--- src/rtl/conan_pkg.sv ---
// Shared constants and helpers for the step watchdog: idle timeout
// computation and the default idle counter width.
package conan_pkg;

    localparam int CNT_BITS_DEFAULT = 32;

    function automatic longint unsigned timeout_cycles(input longint unsigned hz,
                                                       input longint unsigned secs);
        return hz * secs;
    endfunction

endpackage

--- src/rtl/step_watchdog_idle_counter.sv ---
// One step channel: toggle/pulse edge detect, idle counter saturating at
// TIMEOUT, and a registered alert level.
module idle_counter #(
    parameter int                  CNT_BITS = 32,
    parameter logic [CNT_BITS-1:0] TIMEOUT  = '1
) (
    input  logic                clk,
    input  logic                rst_n,
    input  logic                clr,
    input  logic                step,
    output logic [CNT_BITS-1:0] cnt,
    output logic                alert
);

    logic prev_step;
    logic edge_seen;

    // Either polarity counts, so toggle and pulse step styles both work.
    assign edge_seen = (step != prev_step);

    always_ff @(posedge clk) begin
        if (!rst_n) begin
            prev_step <= 1'b0;
            cnt       <= '0;
            alert     <= 1'b0;
        end else begin
            prev_step <= step;
            if (clr || edge_seen) begin
                cnt <= '0;
            end else if (cnt != TIMEOUT) begin
                cnt <= cnt + CNT_BITS'(1);
            end
            alert <= clr ? 1'b0 : (cnt == TIMEOUT);
        end
    end

endmodule

--- src/rtl/step_watchdog.sv ---
// Stepper idle watchdog: per-channel idle timers gated by a mask and a sticky
// arm input, latching a shutdown request until cleared.
module step_watchdog
    import conan_pkg::*;
#(
    parameter int              NSTEPDIR  = 6,
    parameter longint unsigned HZ        = 64'd48000000,
    parameter longint unsigned TIMEOUT_S = 64'd10,
    parameter int              CNT_BITS  = CNT_BITS_DEFAULT
) (
    input  logic                clk,
    input  logic                rst_n,
    input  logic [NSTEPDIR-1:0] step,
    input  logic                arm_n,
    input  logic [NSTEPDIR-1:0] watch_mask,
    input  logic                clr,
    output logic [NSTEPDIR-1:0] alert,
    output logic                armed,
    output logic                req_shutdown,
    output logic [7:0]          dbg_idle
);

    localparam longint unsigned     TIMEOUT   = timeout_cycles(HZ, TIMEOUT_S);
    localparam logic [CNT_BITS-1:0] TIMEOUT_C = CNT_BITS'(TIMEOUT);

    if (((TIMEOUT >> CNT_BITS) != 0) || (CNT_BITS < 8) || (TIMEOUT == 0)) begin : g_bad_cfg
        $error("step_watchdog: HZ*TIMEOUT_S must be nonzero and fit in CNT_BITS (>= 8)");
    end

    logic [CNT_BITS-1:0] idle_cnt [NSTEPDIR];
    logic                arm_meta;
    logic                arm_sync;
    logic                trip;

    for (genvar i = 0; i < NSTEPDIR; i++) begin : g_chan
        idle_counter #(
            .CNT_BITS (CNT_BITS),
            .TIMEOUT  (TIMEOUT_C)
        ) u_idle (
            .clk   (clk),
            .rst_n (rst_n),
            .clr   (clr),
            .step  (step[i]),
            .cnt   (idle_cnt[i]),
            .alert (alert[i])
        );
    end

    assign trip     = armed & (|(alert & watch_mask));
    assign dbg_idle = idle_cnt[NSTEPDIR-1][CNT_BITS-1 -: 8];

    // Synchronizer idles high so reset never looks like an arm request.
    // A trip or a live arm level outranks clr in the same cycle.
    always_ff @(posedge clk) begin
        if (!rst_n) begin
            arm_meta     <= 1'b1;
            arm_sync     <= 1'b1;
            armed        <= 1'b0;
            req_shutdown <= 1'b0;
        end else begin
            arm_meta     <= arm_n;
            arm_sync     <= arm_meta;
            armed        <= ~arm_sync | (armed & ~clr);
            req_shutdown <= trip | (req_shutdown & ~clr);
        end
    end

endmodule

--- config.mk ---
export PLATFORM = sky130hd
export DESIGN_NAME = step_watchdog
export DESIGN_NICKNAME = d
export VERILOG_FILES = /design/src/rtl/conan_pkg.sv /design/src/rtl/step_watchdog_idle_counter.sv /design/src/rtl/step_watchdog.sv
export SDC_FILE = /design/constraint.sdc
export NUM_CORES = 1
export LEC_CHECK = 0
export ABC_AREA = 1
export CORE_ASPECT_RATIO = 2
export CORE_UTILIZATION = 66
export CTS_CLUSTER_SIZE = 14
export DETAILED_ROUTE_END_ITERATION = 10
export GPL_ROUTABILITY_DRIVEN = 0
export GPL_TIMING_DRIVEN = 1
export PLACE_DENSITY = 0.88
export SLEW_MARGIN = 20
export SYNTH_ARGS = -nofsm -noshare
export SYNTH_HDL_FRONTEND = slang
export SYNTH_SLANG_ARGS = --single-unit
--- constraint.sdc ---
create_clock -name clk -period 2.6 [get_ports clk]
set_clock_uncertainty 0.1 [all_clocks]
set_input_delay 0.52 -clock clk [delete_from_list [all_inputs] [get_ports clk]]
set_output_delay 0.52 -clock clk [all_outputs]
set_load 0.005 [all_outputs]
# After elaboration in Yosys (flattened, before gate mapping)
# Index checks and enable logic that the tools add are counted.
[classes] addsub=6 eq_ne=18 n_bitwise=9 reduce_logical=14
[op_table] op="$add A32 B1 Y32 const B" n=6
[op_table] op="$eq A32 B29 Y1 const B" n=6
[op_table] op="$ne A32 B29 Y1 const B" n=6
[op_table] op="$reduce_or A2 Y1" n=7
[op_table] op="$and A6 B6 Y6" n=1
[op_table] op="$logic_or A1 B1 Y1" n=6
[op_table] op="$ne A1 B1 Y1" n=6
[op_table] op="$reduce_or A6 Y1" n=1
[op_table] op="$and A1 B1 Y1" n=3
[op_table] op="$not A1 Y1" n=3
[op_table] op="$or A1 B1 Y1" n=2
[word_totals] register_bits=208 input_bits=16 output_inout_bits=16 word_cells=69

# Depth between registers and ports, before layout
# Gate-level depths: netlist of run 1.
[depth] word_depth=4 mapped_depth=11 depth_no_buf=10

# Hierarchy
# A second synthesis of run 1 with hierarchy kept.
[unflattened] hier_cells=2209 hier_area_um2=13337.8
[by_module_without_submodules] mod="idle_counter" n_inst=6 cells_per_inst=364 area_each_um2=2194.6
[by_module_without_submodules] mod="step_watchdog" n_inst=1 cells_per_inst=25 area_each_um2=170.2

# Least setup slack after synthesis of run 1
# No wires, ideal clock.
[synth_timing] path_kind="input-to-reg" start="in rst_n" end="reg g_chan[2].u_idle.cnt[9]" setup_time_ps=124 arrival_ps=1479 required_time_ps=2376 setup_slack_ps=897 stages=11 path_buffers=3 cell_sequence="buf_6 -> inv_4 -> nor2_8 -> inv_2 -> buf_6 -> nor2_4 -> o21ai_2 -> inv_2 -> buf_6 -> o21ai_2 -> a21oi_2"
[synth_between] elab_chain_len=2
[synth_lines] element="start: declaration" line="step_watchdog.sv:12" source="input logic rst_n,"
[synth_lines] element="$not A1 Y1 (no source line)"
[synth_lines] element="$reduce_or A2 Y1 (no source line)"
[synth_lines] element="end signal: assignment" line="step_watchdog_idle_counter.sv:31" source="cnt <= cnt + CNT_BITS'(1);"
[synth_lines] element="end: declaration" line="step_watchdog_idle_counter.sv:11" source="output logic [CNT_BITS-1:0] cnt,"
# Every way passes these cells.
# A chain may end at the register's enable or synchronous reset.

# Worst setup path after layout of run 1
[layout_timing] start="reg g_chan[5].u_idle.cnt[28]" end="out dbg_idle[4]"
[layout_lines] element="start: declaration" line="step_watchdog_idle_counter.sv:11"
[layout_lines] element="start signal: assignment" line="step_watchdog_idle_counter.sv:31"
[layout_lines] element="end: declaration" line="step_watchdog.sv:20" source="output logic [7:0] dbg_idle"
# No word-level cell between the ends.

==> run summary, run 1 <==
Outcome: finished clean
Maximum clock frequency: 0.423 GHz
Comb pwr share: 0.029
Delay of the slowest critical-path stage: 0.64 ns
Hpwl dp: 27.4 mm
Yosys cell types: 31
Residual DRC: 0
Die width: 99.9 um
Required time of the critical path: 1.98 ns
Wire length on met2: 18.3 mm
Share of layout cells above drive strength 1: 0.0284
DRT met1 WL: 12.2 mm
Post-synth EDFFs: 0
Iter 0 DRT Violations: 818
Count leader, synth: nand2_1
Crit share post-route: 0.908
Number of antenna violations at the first check in global routing: 0
Headroom to the max-slew limit: 0.572
R2r worst-path depth: 6
Sw power: 1420 uW
Routed wire length: 36.2 mm
PwrDens: 474 nW/um^2
Crit Path Class: reg -> out
Post-cts resize count: 0
CP max stage cell: dfxtp_1
Remaining Overflow, GRT: 0
Avg Vias per Cell: 5.57
Post CTS Setup Buffer Count: 0
Fin. Hold Viols: 0
Critical path fanouts, max: 7
Seq cells post-synth: 208
Avg Cell Area, Syn: 5.71 um^2
Max-cap violations: 0
Final Net Count: 2269
Clock sinks: 208
Port Buffers: 31
Switch share: 0.218
First-pass GRT wire length: 58.7 mm
Total track usage: 0.373
RR Endpoint: g_chan[2].u_idle.cnt[31]
Static Leak: 0.00434 uW
Fillers: 1622
R2r setup slk: 0.40 ns
Clk pwr share: 0.480
Via count: 13964
Cell-internal power: 5120 uW
Synth top area cells: dfxtp_1 33%, nand2_1 21%, nor2_1 17%, inv_1 7.2%, nand3_1 5.3%
N_diodes: 0
Final worst-path setup slack: 0.238 ns
Antenna viol nets, final: 0
Share of the synthesized area in the top cell type: 0.329
Net Count, Synth: 2241
Reg power frac: 0.491
WHS Path Cells: 1
Synth Instances: 2213
P&R area growth vs syn: 9.21%
Initial Util: 0.674
Met3 WL: 2.31 mm
CTS buffer count: 21
Largest area contributor in the netlist: dfxtp_1
Crit path time final: 2.36 ns
Hold Path Origin: arm_meta
Largest net degree at the start of global routing: 20
Cells along the critical path: clkdlybuf4s50_1
Final setup fails: 0
CP arrival: 1.74 ns
Clock transition at path regs: 0.06 ns
Hold endpoint: arm_sync
Synth warn: 0
H-tree depth: 1
Synth top cells by count: 697 x nand2_1, 589 x nor2_1, 242 x inv_1
Final Slew Violations: 0
DRT Pass-1 Iters: 9
Vias in the first global route: 13375
Top Ports: 32
Clock Latency Late Sink: 0.51 ns
Synth Flop Type: dfxtp_1
Max Used Layer: met4
Aggregate negative setup slack: 0 ns
Site Rows: 71
Fraction of registers with async set/reset: 0
WL/cell: 14.4 um
Die area: 19700 um^2
Hold Slack: 0.314 ns
Worst path top cell family by delay: flip-flops
RSZ-0062 raised after global routing: false
Post-Syn Area: 12600 um^2
Clk buf depth: 3
Die Ht: 198 um
Core box area: 18700 um^2
Least-Margin Pin Slew: 0.640 ns
Post-synthesis sequential area ratio: 0.329
CP Capture Type: output pin
Worst path bufs/invs: 1
Worst VDD drop: 0.000548 V
Pre-CTS setup slack: 0.198 ns
Clk root buf: clkbuf_16
TritonCTS clock tree: built
Critical path launch point type: flip-flop
# hold bufs at CTS: 0
R2R Path Start: g_chan[2].u_idle.cnt[0]
Worst Hold Class: reg -> reg
power groups by stage:
stage	clock network (uW)	registers (uW)	logic [uW]
6_report	3140	3210	192
2_1_floorplan	0	3280	128
5_1_grt	3280	3210	211
3_5_place_dp	0	3280	188
3_3_place_gp	0	3280	182
4_1_cts	3150	3210	190
layout make-up:
cell class / instances / area [um^2] / area share
multi-input combinational: 1722 / 7310 / 0.529
inverter: 247 / 930 / 0.0673
clock inverter: 6 / 80.1 / 0.00580
tap: 255 / 319 / 0.0231
clock buffer: 30 / 619 / 0.0449
sequential: 208 / 4160 / 0.302
timing repair buffer: 41 / 385 / 0.0279
routing by layer:
| metal | up-vias | global-route usage |
|---|---|---|
| met4 | 0 | 0.339 |
| met1 | 6177 | 0.338 |
| li1 | 6917 | - |
| met2 | 618 | 0.686 |
| met5 | - | 0 |
| met3 | 252 | 0.0681 |
worst max-delay path by stage:
stage / startpoint / end / slack [ns] / cells past startpoint
finish: g_chan[5].u_idle.cnt[28] / dbg_idle[4] / 0.24 / 1
global route: g_chan[5].u_idle.cnt[28] / dbg_idle[4] / 0.21 / 1
CTS: g_chan[5].u_idle.cnt[25] / dbg_idle[1] / 0.33 / 1
detailed placement: rst_n / g_chan[5].u_idle.cnt[15] / 0.20 / 8
global placement: rst_n / g_chan[5].u_idle.cnt[15] / 0.25 / 8
floorplan: rst_n / g_chan[2].u_idle.cnt[9] / 0.90 / 11
per-stage QoR:
step                       util  area (um^2)  instances  total power [uW]
after detailed placement  0.699        13100       2473              3470
after global placement    0.699        13100       2473              3460
final                     0.736        13800       2509              6540
after global routing      0.736        13800       2509              6700
after CTS                 0.736        13800       2509              6550
after floorplan               -        12600       2213              3410
logic make-up (layout without fill, tap and decap cells):
family / Yosys count / count (layout) / share of synthesized area
compound gates: 206 / 206 / 0.0839
flops: 208 / 208 / 0.329
buf+inv: 283 / 324 / 0.0926
fa+ha+maj: 12 / 12 / 0.0119
xor+xnor: 20 / 20 / 0.0139
simple gates: 1484 / 1484 / 0.468
cells in the final DEF, fill, tap and decap left out, types with 2 or more instances in the layout:
master	synthesis	final
o21ai_1	4	4
nor3_1	34	34
nand3_1	134	134
o21ai_0	60	60
inv_2	4	4
ha_1	12	12
o21ai_2	4	4
xor2_1	19	19
inv_1	242	242
clkbuf_1	4	3
a21oi_2	2	2
nor3_4	3	3
nand2_1	697	697
nand3b_1	9	9
o21a_1	2	2
a21oi_1	133	133
or2_2	3	3
clkdlybuf4s50_1	0	31
nand4_1	10	10
buf_4	16	10
clkbuf_8	0	6
nor2_1	589	589
dfxtp_1	208	208
clkbuf_16	0	21
bufinv_16	0	2
clkinv_2	0	4
registers in the layout, summed over array words and instances (netlist names):
| register | flops |
|---|---|
| arm_meta | 1 |
| arm_sync | 1 |
| g_chan.u_idle.cnt | 192 |
| g_chan.u_idle.alert | 6 |
| g_chan.u_idle.prev_step | 6 |
| armed | 1 |
| req_shutdown | 1 |
Power figures use the tool's default switching activity.
==> run 2: changes to the inputs <==
--- a/config.mk
+++ b/config.mk
@@ -12,6 +12,7 @@
 export DETAILED_ROUTE_END_ITERATION = 10
 export GPL_ROUTABILITY_DRIVEN = 0
 export GPL_TIMING_DRIVEN = 1
+export HOLD_SLACK_MARGIN = 0.15
 export PLACE_DENSITY = 0.88
 export SLEW_MARGIN = 20
 export SYNTH_ARGS = -nofsm -noshare
==> results of run 2 <==
Same layout as run 1: the final DEF is identical, and so are final timing and power.
==> run 3: changes to the inputs <==
--- a/config.mk
+++ b/config.mk
@@ -10,10 +10,11 @@
 export CORE_UTILIZATION = 66
 export CTS_CLUSTER_SIZE = 14
 export DETAILED_ROUTE_END_ITERATION = 10
+export DONT_BUFFER_PORTS = 1
 export GPL_ROUTABILITY_DRIVEN = 0
 export GPL_TIMING_DRIVEN = 1
 export HOLD_SLACK_MARGIN = 0.15
-export PLACE_DENSITY = 0.88
+export PLACE_DENSITY = 0.86
 export SLEW_MARGIN = 20
 export SYNTH_ARGS = -nofsm -noshare
 export SYNTH_HDL_FRONTEND = slang
==> run 3 against run 2 <==
Net effect: worst setup slack worse by 0.048 ns; power decreased by 0.98%; register-to-register slack improved by 0.21 ns; sequential cell count did not move; hold slack lost 0.14 ns; core utilization fell by 1.4 points; combinational power shrank 11%; die area unchanged; clock-buffer cell count rose by 3; largest cell class unchanged.
==> run summary, run 3 (same netlist as run 1, synthesis figures left out) <==
Final Slew Violations: 0 (unchanged)
Worst path bufs/invs: 4 (was 1)
R2r setup slk: 0.61 ns (was 0.40 ns)
Worst path top cell family by delay: buffers and inverters (was flip-flops)
Vias in the first global route: 13410 (was 13375)
N_diodes: 0 (unchanged)
Core box area: 18700 um^2 (unchanged)
Share of layout cells above drive strength 1: 0.0265 (was 0.0284)
P&R area growth vs syn: 7.16% (was 9.21%)
Post CTS Setup Buffer Count: 0 (unchanged)
Final worst-path setup slack: 0.190 ns (was 0.238 ns)
Fin. Hold Viols: 0 (unchanged)
CTS buffer count: 20 (was 21)
Top Ports: 32 (unchanged)
Largest net degree at the start of global routing: 22 (was 20)
Non-Filler Cell Area, Final: 13500 um^2 (was 13800 um^2)
CP Capture Type: flip-flop (was output pin)
Pre-CTS setup slack: 0.579 ns (was 0.198 ns)
Worst VDD drop: 0.000485 V (was 0.000548 V)
Aggregate negative setup slack: 0 ns (unchanged)
Flip-flop count of the largest register after layout: 192 (unchanged)
Critical path fanouts, max: 19 (was 7)
Clk root buf: clkbuf_16 (unchanged)
Worst path most repeated cell: inv_2
Number of antenna violations at the first check in global routing: 0 (unchanged)
DRT Pass-1 Iters: 6 (was 9)
Placement-stage cell area: 12800 um^2 (was 13100 um^2)
Reg with most FFs: g_chan.u_idle.cnt (unchanged)
Delay of the slowest critical-path stage: 0.81 ns (was 0.64 ns)
Initial Util: 0.674 (unchanged)
Hpwl dp: 27.8 mm (was 27.4 mm)
H-tree depth: 1 (unchanged)
Final Net Count: 2242 (was 2269)
Iter 0 DRT Violations: 846 (was 818)
First-pass GRT wire length: 59.6 mm (was 58.7 mm)
WL/cell: 14.7 um (was 14.4 um)
CP arrival: 2.75 ns (was 1.74 ns)
Headroom to the max-slew limit: 0.426 (was 0.572)
Crit Path Class: in -> reg (was reg -> out)
Antenna viol nets, final: 0 (unchanged)
Via count: 13847 (was 13964)
Maximum clock frequency: 0.415 GHz (was 0.423 GHz)
TritonCTS clock tree: built (unchanged)
Clk buf depth: 3 (unchanged)
Crit path time final: 2.41 ns (was 2.36 ns)
Clock transition at path regs: 0.06 ns (about the same)
Residual DRC: 0 (unchanged)
Commonest non-fill, non-tap cell in the layout: nand2_1 (unchanged)
Crit share post-route: 0.927 (was 0.908)
Required time of the critical path: 2.94 ns (was 1.98 ns)
Die width: 99.9 um (unchanged)
Final setup fails: 0 (unchanged)
Most frequent cells in the layout: 697 x nand2_1, 589 x nor2_1, 242 x inv_1 (unchanged)
Remaining Overflow, GRT: 0 (unchanged)
Avg Vias per Cell: 5.58 (was 5.57)
Routed wire length: 36.5 mm (was 36.2 mm)
Die area: 19700 um^2 (unchanged)
Total track usage: 0.381 (was 0.373)
RSZ-0062 raised after global routing: false (unchanged)
Cells along the critical path: dlygate4sd3_1 -> inv_4 -> nor2_8 -> inv_2 -> nor3_4 -> inv_2 -> a21oi_1 (was clkdlybuf4s50_1)
Worst Hold Class: in -> reg (was reg -> reg)
Site Rows: 71 (unchanged)
CP max stage cell: dlygate4sd3_1 (was dfxtp_1)
Port Buffers: 0 (was 31)
PwrDens: 478 nW/um^2 (was 474 nW/um^2)
Outcome: finished clean (unchanged)
Top Registers: g_chan.u_idle.cnt (192), g_chan.u_idle.alert (6), g_chan.u_idle.prev_step (6) (unchanged)
Critical path launch point type: input port (was flip-flop)
Die Ht: 198 um (unchanged)
Max-cap violations: 0 (unchanged)
Clock Latency Late Sink: 0.52 ns (was 0.51 ns)
Least-Margin Pin Slew: 0.861 ns (was 0.640 ns)
Clock sinks: 208 (unchanged)
Static Leak: 0.00424 uW (was 0.00434 uW)
## run 3: path summary, 6_finish.rpt
path | from | endpoint | cells after the start
min reg2reg | arm_meta | arm_sync | 1
max reg2reg | g_chan[0].u_idle.cnt[1] | g_chan[0].u_idle.cnt[20] | 8
min | watch_mask[4] | req_shutdown | 4
max | rst_n | g_chan[1].u_idle.cnt[25] | 7
## run 3: repair_timing
item,CTS,global route
hold buffers,9,0
hold endpoints to repair,10,0
gates resized for setup,0,0
endpoints found under the setup margin,0,0
## run 3: through the flow
stage | std cells | hold WS, ns | utilization | power [uW]
3_5_place_dp | 2438 | 0.319 | 0.681 | 3440
3_3_place_gp | 2438 | 0.333 | 0.681 | 3430
4_1_cts | 2483 | 0.160 | 0.723 | 6490
2_1_floorplan | 2213 | 0.293 | - | 3410
6_report | 2483 | 0.176 | 0.723 | 6480
5_1_grt | 2483 | 0.207 | 0.723 | 6660
## run 3: layer usage
layer / wire length (um) / vias up / share of wire / track usage
li1: - / 6871 / - / -
met1: 12300 / 6137 / 0.34 / 0.342
met2: 18700 / 575 / 0.51 / 0.708
met3: 1870 / 264 / 0.051 / 0.0635
met4: 3700 / 0 / 0.10 / 0.352
met5: 0 / - / 0 / 0
## run 3: cell type report
type	count	area [um^2]
multi-input cells	1722	7310
fillers	1657	5200
flip-flops and latches	208	4160
inverters	247	930
clock buffers	33	651
well taps	255	319
repair buffers	15	135
clock inverters	3	40.0
## run 3: worst reg2reg max path, delay by kind of cell, from the launching register on
| family | cells | cell delay [ns] |
|---|---|---|
| flops | 1 | 0.37 |
| fa+ha+maj | 1 | 0.35 |
| simple gates | 7 | 1.06 |
## run 3: where the power goes
group / switching, uW / internal (uW) / total [uW]
logic: 116 / 55.0 / 171
registers: 9.68 / 3200 / 3210
clock network: 1290 / 1810 / 3100
